==> src/rtl/imm_gen_pipe_pkg.sv <==
// Shared definitions for the pipelined immediate generator: opcodes, format
// encoding and the opcode-to-format classifier, which also decides legality.
package imm_gen_pipe_pkg;

    localparam logic [6:0] OP_IMM    = 7'b0010011;
    localparam logic [6:0] OP_LOAD   = 7'b0000011;
    localparam logic [6:0] OP_JALR   = 7'b1100111;
    localparam logic [6:0] OP_IMM32  = 7'b0011011;
    localparam logic [6:0] OP_STORE  = 7'b0100011;
    localparam logic [6:0] OP_BRANCH = 7'b1100011;
    localparam logic [6:0] OP_LUI    = 7'b0110111;
    localparam logic [6:0] OP_AUIPC  = 7'b0010111;
    localparam logic [6:0] OP_JAL    = 7'b1101111;

    typedef enum logic [2:0] {
        IMM_NONE = 3'd0,
        IMM_I    = 3'd1,
        IMM_S    = 3'd2,
        IMM_B    = 3'd3,
        IMM_U    = 3'd4,
        IMM_J    = 3'd5
    } imm_type_t;

    // IMM_NONE doubles as the "illegal opcode" class; addiw needs a 64-bit datapath.
    function automatic imm_type_t opcode_class(input logic [6:0] op, input int xlen);
        imm_type_t cls;
        case (op)
            OP_IMM, OP_LOAD, OP_JALR: cls = IMM_I;
            OP_IMM32:                 cls = (xlen == 64) ? IMM_I : IMM_NONE;
            OP_STORE:                 cls = IMM_S;
            OP_BRANCH:                cls = IMM_B;
            OP_LUI, OP_AUIPC:         cls = IMM_U;
            OP_JAL:                   cls = IMM_J;
            default:                  cls = IMM_NONE;
        endcase
        return cls;
    endfunction

endpackage

==> src/rtl/imm_gen_pipe_imm_decode.sv <==
// Combinational RV32/RV64 immediate decoder: instruction word to sign-extended
// immediate, format class and illegal flag.
module imm_decode
    import imm_gen_pipe_pkg::*;
#(
    parameter int XLEN = 64
) (
    input  logic [31:0]     instr_i,
    output logic [XLEN-1:0] imm_o,
    output logic [2:0]      type_o,
    output logic            illegal_o
);

    imm_type_t   cls_s;
    logic [63:0] imm64_s;

    // Build the full 64-bit sign-extended value, then keep the low XLEN bits.
    always_comb begin
        cls_s   = opcode_class(instr_i[6:0], XLEN);
        imm64_s = 64'd0;
        case (cls_s)
            IMM_I:   imm64_s = {{52{instr_i[31]}}, instr_i[31:20]};
            IMM_S:   imm64_s = {{52{instr_i[31]}}, instr_i[31:25], instr_i[11:7]};
            IMM_B:   imm64_s = {{51{instr_i[31]}}, instr_i[31], instr_i[7],
                                instr_i[30:25], instr_i[11:8], 1'b0};
            IMM_U:   imm64_s = {{32{instr_i[31]}}, instr_i[31:12], 12'd0};
            IMM_J:   imm64_s = {{43{instr_i[31]}}, instr_i[31], instr_i[19:12],
                                instr_i[20], instr_i[30:21], 1'b0};
            default: imm64_s = 64'd0;
        endcase
    end

    assign imm_o     = imm64_s[XLEN-1:0];
    assign type_o    = cls_s;
    assign illegal_o = (cls_s == IMM_NONE);

endmodule

==> src/rtl/imm_gen_pipe.sv <==
// Pipelined immediate generator: decode in front of a STAGES-deep valid/ready
// register chain with bubble collapsing, flush and tag passthrough.
module imm_gen_pipe
    import imm_gen_pipe_pkg::*;
#(
    parameter int XLEN   = 64,
    parameter int STAGES = 2,
    parameter int TAG_W  = 64
) (
    input  logic             clk,
    input  logic             rst_n,
    input  logic             flush,
    input  logic             in_valid,
    output logic             in_ready,
    input  logic [31:0]      in_instr,
    input  logic [TAG_W-1:0] in_tag,
    output logic             out_valid,
    input  logic             out_ready,
    output logic [XLEN-1:0]  out_imm,
    output logic [2:0]       out_type,
    output logic             out_illegal,
    output logic [TAG_W-1:0] out_tag
);

    logic [XLEN-1:0]  dec_imm_s;
    logic [2:0]       dec_type_s;
    logic             dec_illegal_s;
    logic             accept_s;

    logic [STAGES-1:0] valid_q;
    logic [XLEN-1:0]   imm_q     [STAGES];
    logic [2:0]        type_q    [STAGES];
    logic [STAGES-1:0] illegal_q;
    logic [TAG_W-1:0]  tag_q     [STAGES];

    logic [STAGES-1:0] load_s;
    logic [STAGES-1:0] valid_d;
    logic [XLEN-1:0]   imm_d     [STAGES];
    logic [2:0]        type_d    [STAGES];
    logic [STAGES-1:0] illegal_d;
    logic [TAG_W-1:0]  tag_d     [STAGES];

    imm_decode #(.XLEN(XLEN)) u_decode (
        .instr_i   (in_instr),
        .imm_o     (dec_imm_s),
        .type_o    (dec_type_s),
        .illegal_o (dec_illegal_s)
    );

    // A stage may load when it is empty or its content moves on; walked from the output back.
    always_comb begin
        load_s = '0;
        load_s[STAGES-1] = !valid_q[STAGES-1] || out_ready;
        for (int k = STAGES - 2; k >= 0; k--) begin
            load_s[k] = !valid_q[k] || load_s[k+1];
        end
    end

    assign in_ready = load_s[0] && !flush;
    assign accept_s = in_valid && in_ready;

    // Each stage's input is the decoder (stage 0) or the previous stage.
    always_comb begin
        valid_d      = '0;
        illegal_d    = '0;
        valid_d[0]   = accept_s;
        imm_d[0]     = dec_imm_s;
        type_d[0]    = dec_type_s;
        illegal_d[0] = dec_illegal_s;
        tag_d[0]     = in_tag;
        for (int k = 1; k < STAGES; k++) begin
            valid_d[k]   = valid_q[k-1];
            imm_d[k]     = imm_q[k-1];
            type_d[k]    = type_q[k-1];
            illegal_d[k] = illegal_q[k-1];
            tag_d[k]     = tag_q[k-1];
        end
    end

    // Pipeline registers; data only updates with a valid entry so idle outputs hold.
    always_ff @(posedge clk or negedge rst_n) begin
        if (!rst_n) begin
            valid_q   <= '0;
            illegal_q <= '0;
            for (int k = 0; k < STAGES; k++) begin
                imm_q[k]  <= '0;
                type_q[k] <= 3'd0;
                tag_q[k]  <= '0;
            end
        end else begin
            for (int k = 0; k < STAGES; k++) begin
                if (flush) begin
                    valid_q[k] <= 1'b0;
                end else if (load_s[k]) begin
                    valid_q[k] <= valid_d[k];
                    if (valid_d[k]) begin
                        imm_q[k]     <= imm_d[k];
                        type_q[k]    <= type_d[k];
                        illegal_q[k] <= illegal_d[k];
                        tag_q[k]     <= tag_d[k];
                    end
                end
            end
        end
    end

    assign out_valid   = valid_q[STAGES-1];
    assign out_imm     = imm_q[STAGES-1];
    assign out_type    = type_q[STAGES-1];
    assign out_illegal = illegal_q[STAGES-1];
    assign out_tag     = tag_q[STAGES-1];

endmodule
==> config.mk <==
export PLATFORM = sky130hd
export DESIGN_NAME = imm_gen_pipe
export DESIGN_NICKNAME = d
export VERILOG_FILES = /design/src/rtl/imm_gen_pipe_pkg.sv /design/src/rtl/imm_gen_pipe_imm_decode.sv /design/src/rtl/imm_gen_pipe.sv
export SDC_FILE = /design/constraint.sdc
export NUM_CORES = 1
export LEC_CHECK = 0
export CAP_MARGIN = 20
export CORE_UTILIZATION = 50
export DETAILED_ROUTE_END_ITERATION = 16
export HOLD_SLACK_MARGIN = 0.03
export PLACE_DENSITY_LB_ADDON = 0.25
export SLEW_MARGIN = 20
export SYNTH_ARGS = -nofsm -noshare
export SYNTH_HDL_FRONTEND = slang
export SYNTH_SLANG_ARGS = --single-unit
==> constraint.sdc <==
create_clock -name clk -period 2.9 [get_ports clk]
set_input_delay 0.725 -clock clk [delete_from_list [all_inputs] [get_ports clk]]
set_output_delay 0.725 -clock clk [all_outputs]
set_load 0.05 [all_outputs]
==> out/metrics.yaml, run 1 <==
numCtsBuffers: 21
dp_worst_setup_slack_ns: 0.0854
fin_skew_ns: 0.0119
rsz0062_at_grt: "false"
start_util: 0.517
finalSetupViolations: 0
die_area_mm2: 0.0171
dpl.hpwl_um: 13200
worstSetupStartpointType: "flop"
synth_edf_count: 0
ant_nets: 0
hold_viol: 0
ir_drop_v: 0.000575
synthTopCellsByArea: "dfrtp_1 (61%), mux2_2 (13%), nand2_1 (10%)"
synth_area_per_cell_um2: 11.7
drt_iter0_drc: 178
fin_nets: 1011
boundaryPins: 235
synth_nets: 807
setup_tns_ns: 0
drv_cap: 0
slew_headroom: 0.373
core-area_mm2: 0.0160
synthCells: 706
p_leak_nw: 5.35
cp-startpoint: "illegal_q[1]"
antenna_found_initial: 0
ys_warn_count: 0
slowest_delay_ns: 0.88
hold_buffers: 0
grt_max_degree: 66
drive_gt1_frac: 0.214
dominantRegCellSynth: "dfrtp_1"
h-tree-depth: 1
cp-end-kind: "output port"
post-synth-top-count-cell: "nand2_1"
cp_data_required_time_ns: 2.17
drcViolationCount: 0
ys_ff_latch: 202
diodes: 0
slew_violations: 0
routedWlPerCell_um: 16.9
setup_ws_ns: 0.449
yosysSeqAreaShare: 0.611
gp_congestion: 0.850
numPortBuffers: 234
hold_class: "in -> async"
die_h_um: 131
min_period_ns: 2.45
clockRootBuffer: "clkbuf_16"
grt_first_pass_wirelength_um: 30200
fmax_mhz: 408
syn_area_mm2: 0.00828
viasPerCell: 5.11
clock_latency_ns: 0.48
fin_hold_ws_ns: 0.222
cts_resized: 0
yosysTopAreaCell: "dfrtp_1"
cts.clk_slew.worst_paths_ns: 0.06
crit_type: "reg -> out"
gr-total-overflow: 0
grt_pass1_vias: 6022
wirelength_um: 19300
worst_pin_slew_ns: 0.933
synth_top_cell_area_share: 0.611
cp_max_fo: 2
area_delta_synth_final_pct: 36.0
track_usage: 0.229
crit_chain: "clkdlybuf4s50_1"
async_flop_share: 1.00
critPathTopFamily: "buffers and inverters"
cts.sink_count: 202
drt_first_pass_iters: 4
die_x_um: 131
cts_setup_buffers: 0
synth_cell_types: 41
cts_tree: "done"
powerDensity_mw_per_mm2: 755
rows: 46
critPathArrivalTime_ns: 1.73
cp_num_buf_inv: 1
ys_top_cells_by_count: "nand2_1 (225), dfrtp_1 (202), mux2_2 (92), buf_4 (33), a21oi_1 (21)"
period_share: 0.845
outcome: "complete, no violations"
worst_path_max_delay_cell: "clkdlybuf4s50_1"
max-clock-path-buffers: 3
via_count: 5823
fillers: 1146
worstReg2RegStart: "valid_q[1]"
-- where the power goes --
| part | switching, W | internal [W] | leakage (nW) |
|---|---|---|---|
| Combinational | 0.00145 | 0.000853 | 2.38 |
| Sequential | 0.000203 | 0.00319 | 2.61 |
| Clock | 0.00105 | 0.00175 | 0.360 |
-- worst register-to-register path, stage by stage, from the launching register on --
cell	delay [ns]
dfrtp_1	0.36
nor2b_1	0.22
or3b_4	0.18
buf_4	0.58
mux2_2	0.45
-- layer usage --
| metal | up-vias | routed length (um) | GRT usage |
|---|---|---|---|
| met5 | - | 0 | 0 |
| met4 | 0 | 414 | 0.0602 |
| met3 | 30 | 1480 | 0.0578 |
| met2 | 213 | 9560 | 0.402 |
| met1 | 2866 | 7850 | 0.280 |
| li1 | 2714 | - | - |
-- area by class of cell --
| class | count | area (um^2) | share of cell area |
|---|---|---|---|
| repair buffers | 250 | 2440 | 0.217 |
| well taps | 216 | 270 | 0.0240 |
| flip-flops and latches | 202 | 5050 | 0.449 |
| multi-input cells | 431 | 2740 | 0.244 |
| inverters | 4 | 15.0 | 0.00133 |
| clock inverters | 7 | 113 | 0.0100 |
| clock buffers | 30 | 619 | 0.0550 |
-- cell families (layout without fill, tap and decap cells) --
family                 after synthesis  after routing  share of synthesized area
AOI/OAI and AO/OA                   66             66                     0.0499
buffers and inverters               73            291                     0.0611
DFF                                202            202                      0.611
muxes                              104            104                      0.146
and+or+nand+nor                    261            261                      0.133
-- registers in the layout, indices dropped and copies added, names as in the netlist --
register,cells
tag_d,64
out_imm,32
out_tag,64
type_d,3
imm_d,32
illegal_q,2
out_type,3
valid_q,2
-- per-stage QoR --
step / util / power, W / cells / instance area (um^2)
6_report: 0.704 / 0.00849 / 1140 / 11300
5_1_grt: 0.704 / 0.00884 / 1140 / 11300
4_1_cts: 0.704 / 0.00858 / 1140 / 11300
3_5_place_dp: 0.658 / 0.00575 / 1103 / 10500
3_3_place_gp: 0.658 / 0.00568 / 1103 / 10500
2_1_floorplan: - / 0.00485 / 706 / 8280
-- cells in the final DEF (no fill, tap or decap), types with 3 or more instances in the layout --
master / count
a21oi_1: 21
a22o_1: 6
a2bb2oi_1: 5
buf_12: 5
buf_4: 45
bufinv_16: 3
clkbuf_1: 3
clkbuf_16: 21
clkbuf_8: 7
clkdlybuf4s50_1: 199
clkinv_2: 3
dfrtp_1: 202
inv_1: 4
mux2_2: 92
mux2_4: 10
nand2_1: 225
nand3_1: 3
nor2_1: 5
nor2b_1: 3
o21ai_0: 15
o21ai_1: 11
-- worst paths after layout --
check	endpoint	slack (ns)	depth (start not counted)
min in group clk	tag_d[57]	0.47	2
worst min register to register	tag_d[57]	0.47	2
worst max register to register	out_tag[50]	0.98	4
worst min-delay path	out_tag[0]	0.22	1
max in group asynchronous	tag_d[8]	1.87	2
worst max-delay path	out_illegal	0.45	1
(Power assumes the default switching activity.)
==> run 2: changes to the inputs <==
CORE_UTILIZATION = 43   (was 50)
clock period = 2.1 ns   (was 2.9 ns; I/O delays follow)
==> out/metrics.yaml, run 2 (synthesized netlist as in run 1, its figures left out) <==
numPortBuffers: 234
fillers: 1504
critPathArrivalTime_ns: 1.55
max-clock-path-buffers: 3
grt-busiest-layer: "met2"
hold_viol: 0
cts.sink_count: 202
slew_headroom: 0.636
cts_setup_buffers: 0
met3_usage: 0.0550
diodes: 0
drv_cap: 0
h-tree-depth: 1
drcViolationCount: 0
worst_path_max_delay_cell: "clkdlybuf4s50_1"
via_count: 5822
setup_ws_ns: 0.0278
drt_iter0_drc: 195
clockRootBuffer: "clkbuf_16"
core-area_mm2: 0.0188
die_h_um: 141
crit_chain: "clkdlybuf4s50_1 > nor2b_1 > buf_4 > a21oi_4 > buf_12"
slew_violations: 0
cts.clk_slew.worst_paths_ns: 0.06
worstSetupStartpointType: "input pin"
antenna_found_initial: 0
min_period_ns: 2.07
hold_class: "reg -> reg"
ir_drop_v: 0.000597
clock_latency_ns: 0.51
gr-total-overflow: 0
cp_num_buf_inv: 3
outcome: "complete, no violations"
boundaryPins: 235
fin_skew_ns: 0.0181
most-common-layout-cells: "nand2_1 (225), dfrtp_1 (201), clkdlybuf4s50_1 (99), mux2_2 (92), dlygate4sd2_1 (87)"
grt_max_degree: 54
fin_nets: 1044
fin_hold_ws_ns: 0.468
dpl.hpwl_um: 13300
grt_first_pass_wirelength_um: 31000
period_share: 0.987
setup_tns_ns: 0
crit_type: "in -> out"
start_util: 0.441
routedWlPerCell_um: 16.1
slowest_delay_ns: 0.49
wirelength_um: 19200
worst_pin_slew_ns: 0.549
die_area_mm2: 0.0198
gp_congestion: 0.814
grt_pass1_vias: 6014
rows: 50
dp_worst_setup_slack_ns: -0.207
fmax_mhz: 483
drive_gt1_frac: 0.254
cts_tree: "done"
area_delta_synth_final_pct: 43.6
powerDensity_mw_per_mm2: 972
die_x_um: 141
final_common_cell: "nand2_1"
grt_util_met2: 0.324
p_leak_nw: 5.93
cp_max_fo: 2
critPathTopFamily: "buffers and inverters"
viasPerCell: 4.89
ant_nets: 0
numCtsBuffers: 22
finalSetupViolations: 0
track_usage: 0.197
use_met1: 0.252
cp_data_required_time_ns: 1.57
drt_first_pass_iters: 6
cp-end-kind: "output port"
## run 2: cell types whose count changed in the layout (fill, tap and decap cells not counted), sizes merged
| cell | delta |
|---|---|
| dlygate4sd2 | +87 |
| dlygate4sd3 | +1 |
| buf | +44 |
| clkdlybuf4s50 | -100 |
| clkinvlp | +1 |
| clkbuf | +1 |
| bufinv | -1 |
## run 2: layout make-up
cell class                      instances  area [um^2]  share of cell area
Multi-Input combinational cell        431         2750               0.231
Sequential cell                       202         5060               0.425
Inverter                                4         15.0             0.00126
Clock buffer                           31          624              0.0525
Tap cell                              234          293              0.0246
Timing Repair Buffer                  282         3050               0.256
Clock inverter                          7          101             0.00852
## run 2: final timing paths
check | slack, ns | to | from | cells past startpoint
min in group asynchronous | 0.49 | out_tag[37] | rst_n | 2
setup / recovery | 0.03 | in_ready | out_ready | 5
hold reg to reg | 0.47 | tag_d[42] | tag_d[42] | 2
setup reg to reg | 0.44 | tag_d[45] | valid_q[0] | 5
max in group asynchronous | 1.00 | imm_d[12] | rst_n | 3
hold / removal | 0.47 | tag_d[42] | tag_d[42] | 2
## run 2: report_power, final
| part | internal (W) | leakage, nW | total (W) | switching (W) |
|---|---|---|---|---|
| Clock | 0.00232 | 0.349 | 0.00382 | 0.00150 |
| Sequential | 0.00441 | 2.61 | 0.00466 | 0.000253 |
| Combinational | 0.00106 | 2.97 | 0.00307 | 0.00201 |
## run 2: per-stage QoR
stage	cell area [um^2]	total power, W	utilization	std cells
after floorplan	8280	0.00670	-	706
after global routing	11900	0.0120	0.634	1191
after detailed placement	11200	0.00805	0.599	1152
after global placement	11200	0.00799	0.599	1152
after CTS	11900	0.0117	0.633	1191
final	11900	0.0116	0.634	1191
## run 2: worst register-to-register path, delay by kind of cell (launching register included)
kind                   cells  cell delay, ns
AND/OR/NAND/NOR            4            0.68
flip-flops                 1            0.44
buffers and inverters      1            0.48
## run 2: repair_timing
action | CTS | global route
endpoints found under the hold margin | 32 | 0
hold buffers | 1 | 0
pin swaps | 0 | 0
resized for setup | 88 | 3
cloned | 0 | 0
setup endpoints to repair | 88 | 33
## run 2: routing by layer
| metal | share of wire | routed length, um |
|---|---|---|
| met5 | 0 | 0 |
| met4 | 0.020 | 391 |
| met3 | 0.074 | 1430 |
| met2 | 0.46 | 8900 |
| met1 | 0.44 | 8450 |
